**src/rtl/uart_input_buffer.sv**
```systemverilog
// UART receiver (8N1, mid-bit sampling) feeding a circular byte FIFO that the
// write-back stage drains one byte per input_consume pulse.
module uart_input_buffer #(
  parameter int CLKS_PER_BIT    = 868,
  parameter int FIFO_DEPTH_LOG2 = 4
) (
  input  logic                     CLK,
  input  logic                     reset,
  input  logic                     rxd,
  input  logic                     input_consume,
  input  logic                     clear_errors,
  output logic                     input_ready,
  output logic [31:0]              input_data,
  output logic [FIFO_DEPTH_LOG2:0] fifo_count,
  output logic                     overflow,
  output logic                     frame_error
);

  localparam int DEPTH = 1 << FIFO_DEPTH_LOG2;
  localparam int TW    = $clog2(CLKS_PER_BIT + 1);
  localparam int CW    = FIFO_DEPTH_LOG2 + 1;
  localparam logic [TW-1:0] T_FULL = TW'(CLKS_PER_BIT);
  localparam logic [TW-1:0] T_HALF = TW'(CLKS_PER_BIT / 2);

  typedef enum logic [2:0] {IDLE, START, DATA, STOP, WAIT_HIGH} state_t;

  logic                       rx_meta_q, rx_s_q;
  state_t                     state_q, state_d;
  logic [TW-1:0]              timer_q, timer_d;
  logic [7:0]                 shift_q, shift_d;
  logic [2:0]                 bit_cnt_q, bit_cnt_d;
  logic [FIFO_DEPTH_LOG2-1:0] rd_ptr_q, rd_ptr_d, wr_ptr_q, wr_ptr_d;
  logic [CW-1:0]              count_q, count_d;
  logic                       overflow_q, overflow_d;
  logic                       frame_error_q, frame_error_d;
  logic [7:0]                 mem [DEPTH];

  logic tick, push, ferr_set, ovf_set, pop, wr_en, full, empty;

  always_ff @(posedge CLK) begin
    if (reset) begin
      rx_meta_q <= 1'b1;
      rx_s_q    <= 1'b1;
    end else begin
      rx_meta_q <= rxd;
      rx_s_q    <= rx_meta_q;
    end
  end

  // The timer counts down and "expires" on the cycle it reads 1, so a load of
  // N yields exactly N cycles between samples.
  assign tick = (timer_q == TW'(1));

  always_comb begin
    state_d   = state_q;
    timer_d   = timer_q;
    shift_d   = shift_q;
    bit_cnt_d = bit_cnt_q;
    push      = 1'b0;
    ferr_set  = 1'b0;
    case (state_q)
      IDLE: begin
        if (!rx_s_q) begin
          state_d = START;
          timer_d = T_HALF;
        end
      end
      START: begin
        if (tick) begin
          if (!rx_s_q) begin
            state_d   = DATA;
            timer_d   = T_FULL;
            bit_cnt_d = 3'd0;
          end else begin
            state_d = IDLE;
            timer_d = '0;
          end
        end else begin
          timer_d = timer_q - TW'(1);
        end
      end
      DATA: begin
        if (tick) begin
          shift_d   = {rx_s_q, shift_q[7:1]};
          timer_d   = T_FULL;
          bit_cnt_d = bit_cnt_q + 3'd1;
          if (bit_cnt_q == 3'd7) state_d = STOP;
        end else begin
          timer_d = timer_q - TW'(1);
        end
      end
      STOP: begin
        if (tick) begin
          timer_d = '0;
          if (rx_s_q) begin
            push    = 1'b1;
            state_d = IDLE;
          end else begin
            ferr_set = 1'b1;
            state_d  = WAIT_HIGH;
          end
        end else begin
          timer_d = timer_q - TW'(1);
        end
      end
      WAIT_HIGH: begin
        if (rx_s_q) state_d = IDLE;
      end
      default: state_d = IDLE;
    endcase
  end

  assign full  = (count_q == CW'(DEPTH));
  assign empty = (count_q == '0);
  assign pop   = input_consume && !empty;
  // A pop in the same cycle frees the slot, so a full FIFO can still accept.
  assign wr_en   = push && (!full || pop);
  assign ovf_set = push && full && !pop;

  always_comb begin
    rd_ptr_d = rd_ptr_q;
    wr_ptr_d = wr_ptr_q;
    count_d  = count_q;
    if (pop)   rd_ptr_d = rd_ptr_q + 1'b1;
    if (wr_en) wr_ptr_d = wr_ptr_q + 1'b1;
    if (wr_en && !pop)      count_d = count_q + CW'(1);
    else if (!wr_en && pop) count_d = count_q - CW'(1);
    overflow_d    = ovf_set  | (overflow_q    & ~clear_errors);
    frame_error_d = ferr_set | (frame_error_q & ~clear_errors);
  end

  always_ff @(posedge CLK) begin
    if (reset) begin
      state_q       <= IDLE;
      timer_q       <= '0;
      shift_q       <= '0;
      bit_cnt_q     <= '0;
      rd_ptr_q      <= '0;
      wr_ptr_q      <= '0;
      count_q       <= '0;
      overflow_q    <= 1'b0;
      frame_error_q <= 1'b0;
    end else begin
      state_q       <= state_d;
      timer_q       <= timer_d;
      shift_q       <= shift_d;
      bit_cnt_q     <= bit_cnt_d;
      rd_ptr_q      <= rd_ptr_d;
      wr_ptr_q      <= wr_ptr_d;
      count_q       <= count_d;
      overflow_q    <= overflow_d;
      frame_error_q <= frame_error_d;
    end
  end

  // The completed byte is shift_d, so the push lands on the stop-sample edge.
  always_ff @(posedge CLK) begin
    if (!reset && wr_en) mem[wr_ptr_q] <= shift_d;
  end

  assign input_ready = !empty;
  assign input_data  = empty ? 32'h0 : {24'h0, mem[rd_ptr_q]};
  assign fifo_count  = count_q;
  assign overflow    = overflow_q;
  assign frame_error = frame_error_q;

endmodule

```
**config.mk**
```make
export PLATFORM = sky130hd
export DESIGN_NAME = uart_input_buffer
export DESIGN_NICKNAME = d
export VERILOG_FILES = /design/src/rtl/uart_input_buffer.sv
export SDC_FILE = /design/constraint.sdc
export NUM_CORES = 1
export LEC_CHECK = 0
export ABC_CLOCK_PERIOD_IN_PS = 3300
export BUFFER_PORTS_ARGS = -buffer_cell sky130_fd_sc_hd__buf_4
export CORE_UTILIZATION = 40
export CTS_CLUSTER_SIZE = 14
export DETAILED_ROUTE_END_ITERATION = 12
export GPL_TIMING_DRIVEN = 0
export PLACE_DENSITY = 0.65
export SLEW_MARGIN = 20
export SYNTH_ARGS = -nofsm -noshare
export SYNTH_HDL_FRONTEND = slang
export SYNTH_SLANG_ARGS = --single-unit
```
**constraint.sdc**
```tcl
create_clock -name CLK -period 3.3 [get_ports CLK]
set_input_delay 0.33 -clock CLK [delete_from_list [all_inputs] [get_ports CLK]]
set_output_delay 0.33 -clock CLK [all_outputs]
set_load 0.05 [all_outputs]
```
==> metrics.md, run 1 <==
| Metric | Value |
|---|---|
| DRT Wirelength | `14700 um` |
| Cell Area, Placed | `0.00803 mm^2` |
| Fin area | `0.00865 mm^2` |
| DRC viols | `2` |
| Reg clk slew, reported paths | `0.06 ns` |
| GPL Wtd Cong | `0.825` |
| Clock Latency Late Sink | `0.43 ns` |
| Final ANT Viol Nets | `0` |
| Crit-path max FO | `10` |
| Outcome | `finished, violations left` |
| Worst vdd ir | `0.000506 V` |
| Mapped Area | `0.00747 mm^2` |
| Cells after Synth | `503` |
| First-pass GRT wire length | `23900 um` |
| Adder-cell share of the synthesized area | `2.45%` |
| CTS root buf | `clkbuf_16` |
| Hold_ws | `0.0838 ns` |
| Max-slew violation count | `0` |
| RSZ-0062 raised after global routing | `no` |
| Pre-antenna DRT Iters | `9` |
| XOR/XNOR Fraction of Synth Area | `0.586%` |
| CORE AREA | `0.0181 mm^2` |
| Final Hold Vio Count | `0` |
| Worst setup EP type | `primary output` |
| Starting Density | `41.1%` |
| Critical Path RT | `2.97 ns` |
| Final Cycle Share | `94.5%` |
| Hold-fix buffer count after cts | `0` |
| Synth cell count leaders | `128 x edfxtp_1, 45 x dfxtp_1, 32 x mux4_2` |
| Vias/cell | `5.33` |
| Sequential area share after synthesis | `63.5%` |
| Worst Tran Pin Value | `0.909 ns` |
| # rows | `49` |
| Area Growth Syn to Fin | `15.8%` |
| Starting DRT DRC Count | `204` |
| Critical Path AT | `2.79 ns` |
| Pwr Density | `649 mW/mm^2` |
| Vias in the first global route | `4399` |
| Fraction of registers with async set/reset | `0%` |
| Synth Flop Type | `edfxtp_1` |
| Vias post-DR | `4315` |
| Ports | `45` |
| Depth of the CTS H-tree | `4` |
| Seq cells post-synth | `173` |
| ANT cells | `0` |
| CTS Buf Count | `17` |
| Share of post-route cells with drive strength above 1 | `26.5%` |
| Largest family of logic cells by synthesized area | `multiplexers` |
| Post-synthesis simple-gate area fraction | `8.16%` |
| Critical Path Slowest Stage Cell | `buf_1` |
| Failing checks | `DRC` |
| Layout Nets | `587` |
| Dpl hpwl | `9880 um` |
| Crit start category | `register` |
| Initial antenna violation count | `0` |
| Worst path max stage delay | `0.71 ns` |
| Ranking of synthesized cells by area | `edfxtp_1 51%, dfxtp_1 12%, mux4_2 9.7%` |
| Setup violators final | `0` |
| Worst slew margin | `39.1%` |
| PortBufs | `20` |
| Die area | `0.0192 mm^2` |
| Util after Layout | `47.7%` |
| Leakage | `2.97 nW` |
| Synth top area share | `51.5%` |
| Post-synthesis average cell area | `14.8 um^2` |
| Post-synthesis compound-gate area fraction | `6.69%` |
| Most instantiated library cell after synthesis | `edfxtp_1` |
| Clk_skew | `0.00802 ns` |
| WP buf/inv | `3` |
| Yosys warns | `0` |
| Min cycle time layout | `3.12 ns` |
| Routed WL per cell | `18.2 um` |
| GR Overflow Total | `0` |
| Leading area contributor after synthesis | `edfxtp_1` |
| Top delay family on crit path | `buffers and inverters` |
| Max-cap violations | `0` |
| Die Wd | `139 um` |
| Cell variety after synth | `54` |
| Crit path cell chain | `clkbuf_1, buf_1, mux2i_1, o22ai_1, buf_4` |
| Max Root-Sink Buffers | `2` |
| Clock sinks | `173` |
| Die Span Y | `139 um` |
| Crit Path Class | `register to primary output` |
| TritonCTS clock tree | `yes` |
| Largest net degree at the start of global routing | `18` |
| Min-delay worst type | `primary input to register` |
| Post-synth EDFFs | `128` |
| Multiplexer share of the synthesized area | `13.8%` |
| Setup slack, reg-to-reg | `0.23 ns` |
| F_max | `0.321 GHz` |
| Total GRT Usage | `16.6%` |
worst paths after layout:
path / startpoint / cells after the start / end
hold / removal: rxd / 2 / rx_meta_q
setup / recovery: register / 5 / input_data[6]
hold reg to reg: rx_meta_q / 1 / rx_s_q
setup reg to reg: timer_q[1] / 13 / fifo_count[4]
stage by stage:
stage                     setup slack (ns)  power, W  instances  TNS (ns)
after CTS                          0.00101   0.00564        808         0
after global routing                0.0124   0.00585        810         0
after detailed placement            -0.180   0.00372        775    -0.180
final                                0.183   0.00562        810         0
after floorplan                      0.125   0.00342        526         0
after global placement              -0.140   0.00369        775    -0.140
logic make-up after synthesis:
family	after synthesis
simple gates	105
mux	62
buf+inv	67
other cells	1
fa+ha+maj	14
compound gates	76
flops	173
xor+xnor	5
state kept, by name (all words and copies together) (netlist names), 3 cells and up, named ones only:
register    cells
bit_cnt_q       3
fifo_count      5
mem           128
rd_ptr_q        4
shift_q         8
state_q         3
timer_q        10
wr_ptr_q        4
layout make-up:
class / instances / area (um^2)
multi-input combinational: 286 / 2520
clock inverter: 15 / 139
tap: 229 / 287
buffer: 49 / 287
clock buffer: 17 / 425
sequential: 173 / 4740
inverter: 17 / 63.8
fill: 1595 / 9500
timing repair buffer: 24 / 180
cells in the final DEF, fill, tap and decap left out, types with 15 or more instances in the layout:
cell type and instances:
nor2_1 23, clkbuf_16 17, a21oi_1 20, buf_4 50
clkbuf_1 15, mux4_2 32, edfxtp_1 128, inv_1 16
nor3_2 16, dfxtp_1 45, conb_1 24, mux2i_1 20
report_power, final:
part	internal, W	switching (W)	leakage [nW]
Sequential	0.00236	0.0000690	1.56
Combinational	0.000479	0.000803	1.14
Clock	0.00105	0.000857	0.270
timing repair:
action	4_1_cts	5_1_grt
gates cloned	0	0
buffers inserted	1	3
pin swaps	0	2
endpoints found under the hold margin	0	0
setup endpoints to repair	1	1
resized for setup	2	7
metal layers:
metal | share of wire, % | vias up | track usage, % | wire length, um
li1 | - | 2023 | - | -
met1 | 43 | 2147 | 21.3 | 6370
met2 | 50 | 132 | 27.6 | 7320
met3 | 5.9 | 13 | 4.01 | 864
met4 | 1.0 | 0 | 5.85 | 154
met5 | 0 | - | 0 | 0
(Power assumes the default switching activity.)
==> inputs of run 2 (changes only) <==
ABC_CLOCK_PERIOD_IN_PS = 3400   (was 3300)
clock period = 3.4 ns   (was 3.3 ns; I/O delays follow)
==> metrics.md, run 2 (same netlist as run 1, synthesis figures left out) <==
| Metric | Value |
|---|---|
| Vias/cell | `5.34 (+0.27%)` |
| Outcome | `finished, violations left` |
| Dpl hpwl | `9880 um (unchanged)` |
| Clock Latency Late Sink | `0.43 ns (about the same)` |
| First-pass GRT wire length | `23900 um (unchanged)` |
| # rows | `49 (unchanged)` |
| Commonest non-fill, non-tap cell in the layout | `edfxtp_1` |
| GPL Wtd Cong | `0.825 (unchanged)` |
| Starting Density | `41.1% (unchanged)` |
| Pwr Density | `630 mW/mm^2 (-3.0%)` |
| Crit Path Class | `register to register` |
| CTS Buf Count | `17 (unchanged)` |
| Power Total | `0.00544 W (-3.2%)` |
| Crit start category | `register` |
| Worst vdd ir | `0.000420 V (-17%)` |
| CTS root buf | `clkbuf_16` |
| CORE AREA | `0.0181 mm^2 (unchanged)` |
| Leakage | `2.96 nW (-0.38%)` |
| Worst setup EP type | `register` |
| TritonCTS clock tree | `yes` |
| Ports | `45 (unchanged)` |
| Top delay family on crit path | `adder cells` |
| RSZ-0062 raised after global routing | `no` |
| Min-delay worst type | `primary input to register` |
| Final Hold Vio Count | `0 (unchanged)` |
| WP buf/inv | `2 (-1)` |
| Final ANT Viol Nets | `0 (unchanged)` |
| Critical Path AT | `3.49 ns (+0.70 ns)` |
| Die Wd | `139 um (unchanged)` |
| Final Cycle Share | `93.3%` |
| Clk_skew | `0.00811 ns (+0.0000821 ns)` |
| Die Span Y | `139 um (unchanged)` |
| Critical Path RT | `3.72 ns (+0.75 ns)` |
| Vias post-DR | `4316 (+0.023%)` |
| Setup slack, reg-to-reg | `0.23 ns (about the same)` |
| DRT Wirelength | `14700 um (about the same)` |
| Max-slew violation count | `0 (unchanged)` |
| Util after Layout | `47.6% (-0.083 points)` |
| Worst Tran Pin Value | `0.890 ns (-0.0185 ns)` |
| Critical Path Slowest Stage Cell | `or4_1` |
| Reg2reg path depth | `10 (-3)` |
| Share of post-route cells with drive strength above 1 | `25.9% (-0.60 points)` |
| Biggest register | `mem` |
| Failing checks | `DRC` |
| Routed WL per cell | `18.2 um (+0.25%)` |
| Die area | `0.0192 mm^2 (unchanged)` |
| Initial antenna violation count | `0 (unchanged)` |
| Worst hold stages | `2 (unchanged)` |
| Biggest regs | `mem x128, timer_q x10, shift_q x8` |
| Setup violators final | `0 (unchanged)` |
| Reg clk slew, reported paths | `0.06 ns (about the same)` |
| Max-cap violations | `0 (unchanged)` |
| ANT cells | `0 (unchanged)` |
| Min cycle time layout | `3.17 ns` |
| Clock sinks | `173 (unchanged)` |
| Hold path start | `rxd` |
| Crit path cell chain | `or4_1, clkbuf_1, o21ai_4, ha_1, inv_1, fa_1, a21o_1, a21oi_1, mux2i_1, mux2_2` |
| Depth of the CTS H-tree | `4 (unchanged)` |
| F_max | `0.315 GHz` |
| Vias in the first global route | `4400 (+0.023%)` |
| Worst slew margin | `40.3% (+1.2 points)` |
| Max Root-Sink Buffers | `2 (unchanged)` |
| Max FFs per register | `128 (unchanged)` |
| Crit-path max FO | `6 (-4)` |
| Total GRT Usage | `16.6% (unchanged)` |
| RR Endpoint | `fifo_count[4]` |
| Pre-antenna DRT Iters | `9 (unchanged)` |
| Area Growth Syn to Fin | `15.6%` |
| Most frequent cells in the layout | `128 x edfxtp_1, 47 x buf_4, 45 x dfxtp_1` |
| Layout Nets | `585 (-0.34%)` |
| WHS Endpoint | `rx_meta_q` |
| Worst path max stage delay | `0.53 ns (-0.18 ns)` |
| Starting DRT DRC Count | `213 (+4.4%)` |
| GR Overflow Total | `0 (unchanged)` |
| PortBufs | `20 (unchanged)` |
| Largest net degree at the start of global routing | `18 (unchanged)` |
| R2R Path Start | `fifo_count[0]` |
| DRC viols | `4 (+2)` |
-- run 2: changes by cell type in the layout (fill, tap and decap cells not counted), sizes merged --
cell / previous run / this run
buf: 58 / 55
clkbuf: 32 / 33
-- run 2: cell type report --
cell class              count  area [um^2]
clock buffers              17          425
plain buffers              49          283
repair buffers             22          165
inverters                  17         63.8
multi-input cells         286         2530
clock inverters            15          139
flip-flops and latches    173         4740
fillers                  1594         9510
well taps                 229          287
-- run 2: timing repair --
item                       in CTS  in global routing
setup buffers                   1                  1
resized for setup               1                  3
hold buffers                    0                  0
cloned                          0                  0
setup endpoints to repair       1                  1
pin swaps                       0                  1
-- run 2: layer usage --
metal / share of wire (%) / track usage, %
met1: 44 / 21.3
met2: 50 / 27.6
met3: 5.4 / 4.01
met4: 0.97 / 5.85
met5: 0 / 0
-- run 2: through the flow --
step                      setup slack, ns  instances  hold slack [ns]  area, um^2  TNS [ns]
final                               0.227        808           0.0948        8630         0
after global routing               0.0217        808           0.0754        8630         0
after CTS                          0.0986        808           0.0729        8600         0
after detailed placement          -0.0800        775            0.398        8030   -0.0800
after global placement            -0.0399        775            0.394        7990   -0.0399
after floorplan                     0.225        526            0.389        7550         0
-- run 2: worst max path at each step --
stage             startpoint            end  depth (start not counted)
6_report       fifo_count[0]  fifo_count[4]                         10
5_1_grt        fifo_count[0]  fifo_count[4]                         11
4_1_cts        fifo_count[0]  fifo_count[4]                         11
3_5_place_dp      timer_q[1]  fifo_count[4]                         13
3_3_place_gp      timer_q[1]  fifo_count[4]                         13
2_1_floorplan  fifo_count[0]  fifo_count[4]                         11
-- run 2: power by group --
part	switching [W]	internal, W	leakage [nW]	total, W
logic	0.000782	0.000449	1.13	0.00123
clock network	0.000832	0.00102	0.270	0.00185
registers	0.0000657	0.00229	1.56	0.00235
total	0.00168	0.00376	2.96	0.00544
-- run 2: worst reg2reg max path: stages, from the launching register on --
cell and delay, ns:
dfxtp_1 0.36, or4_1 0.53, clkbuf_1 0.22, o21ai_4 0.25, ha_1 0.21, inv_1 0.11
fa_1 0.43, a21o_1 0.17, a21oi_1 0.18, mux2i_1 0.25, mux2_2 0.35
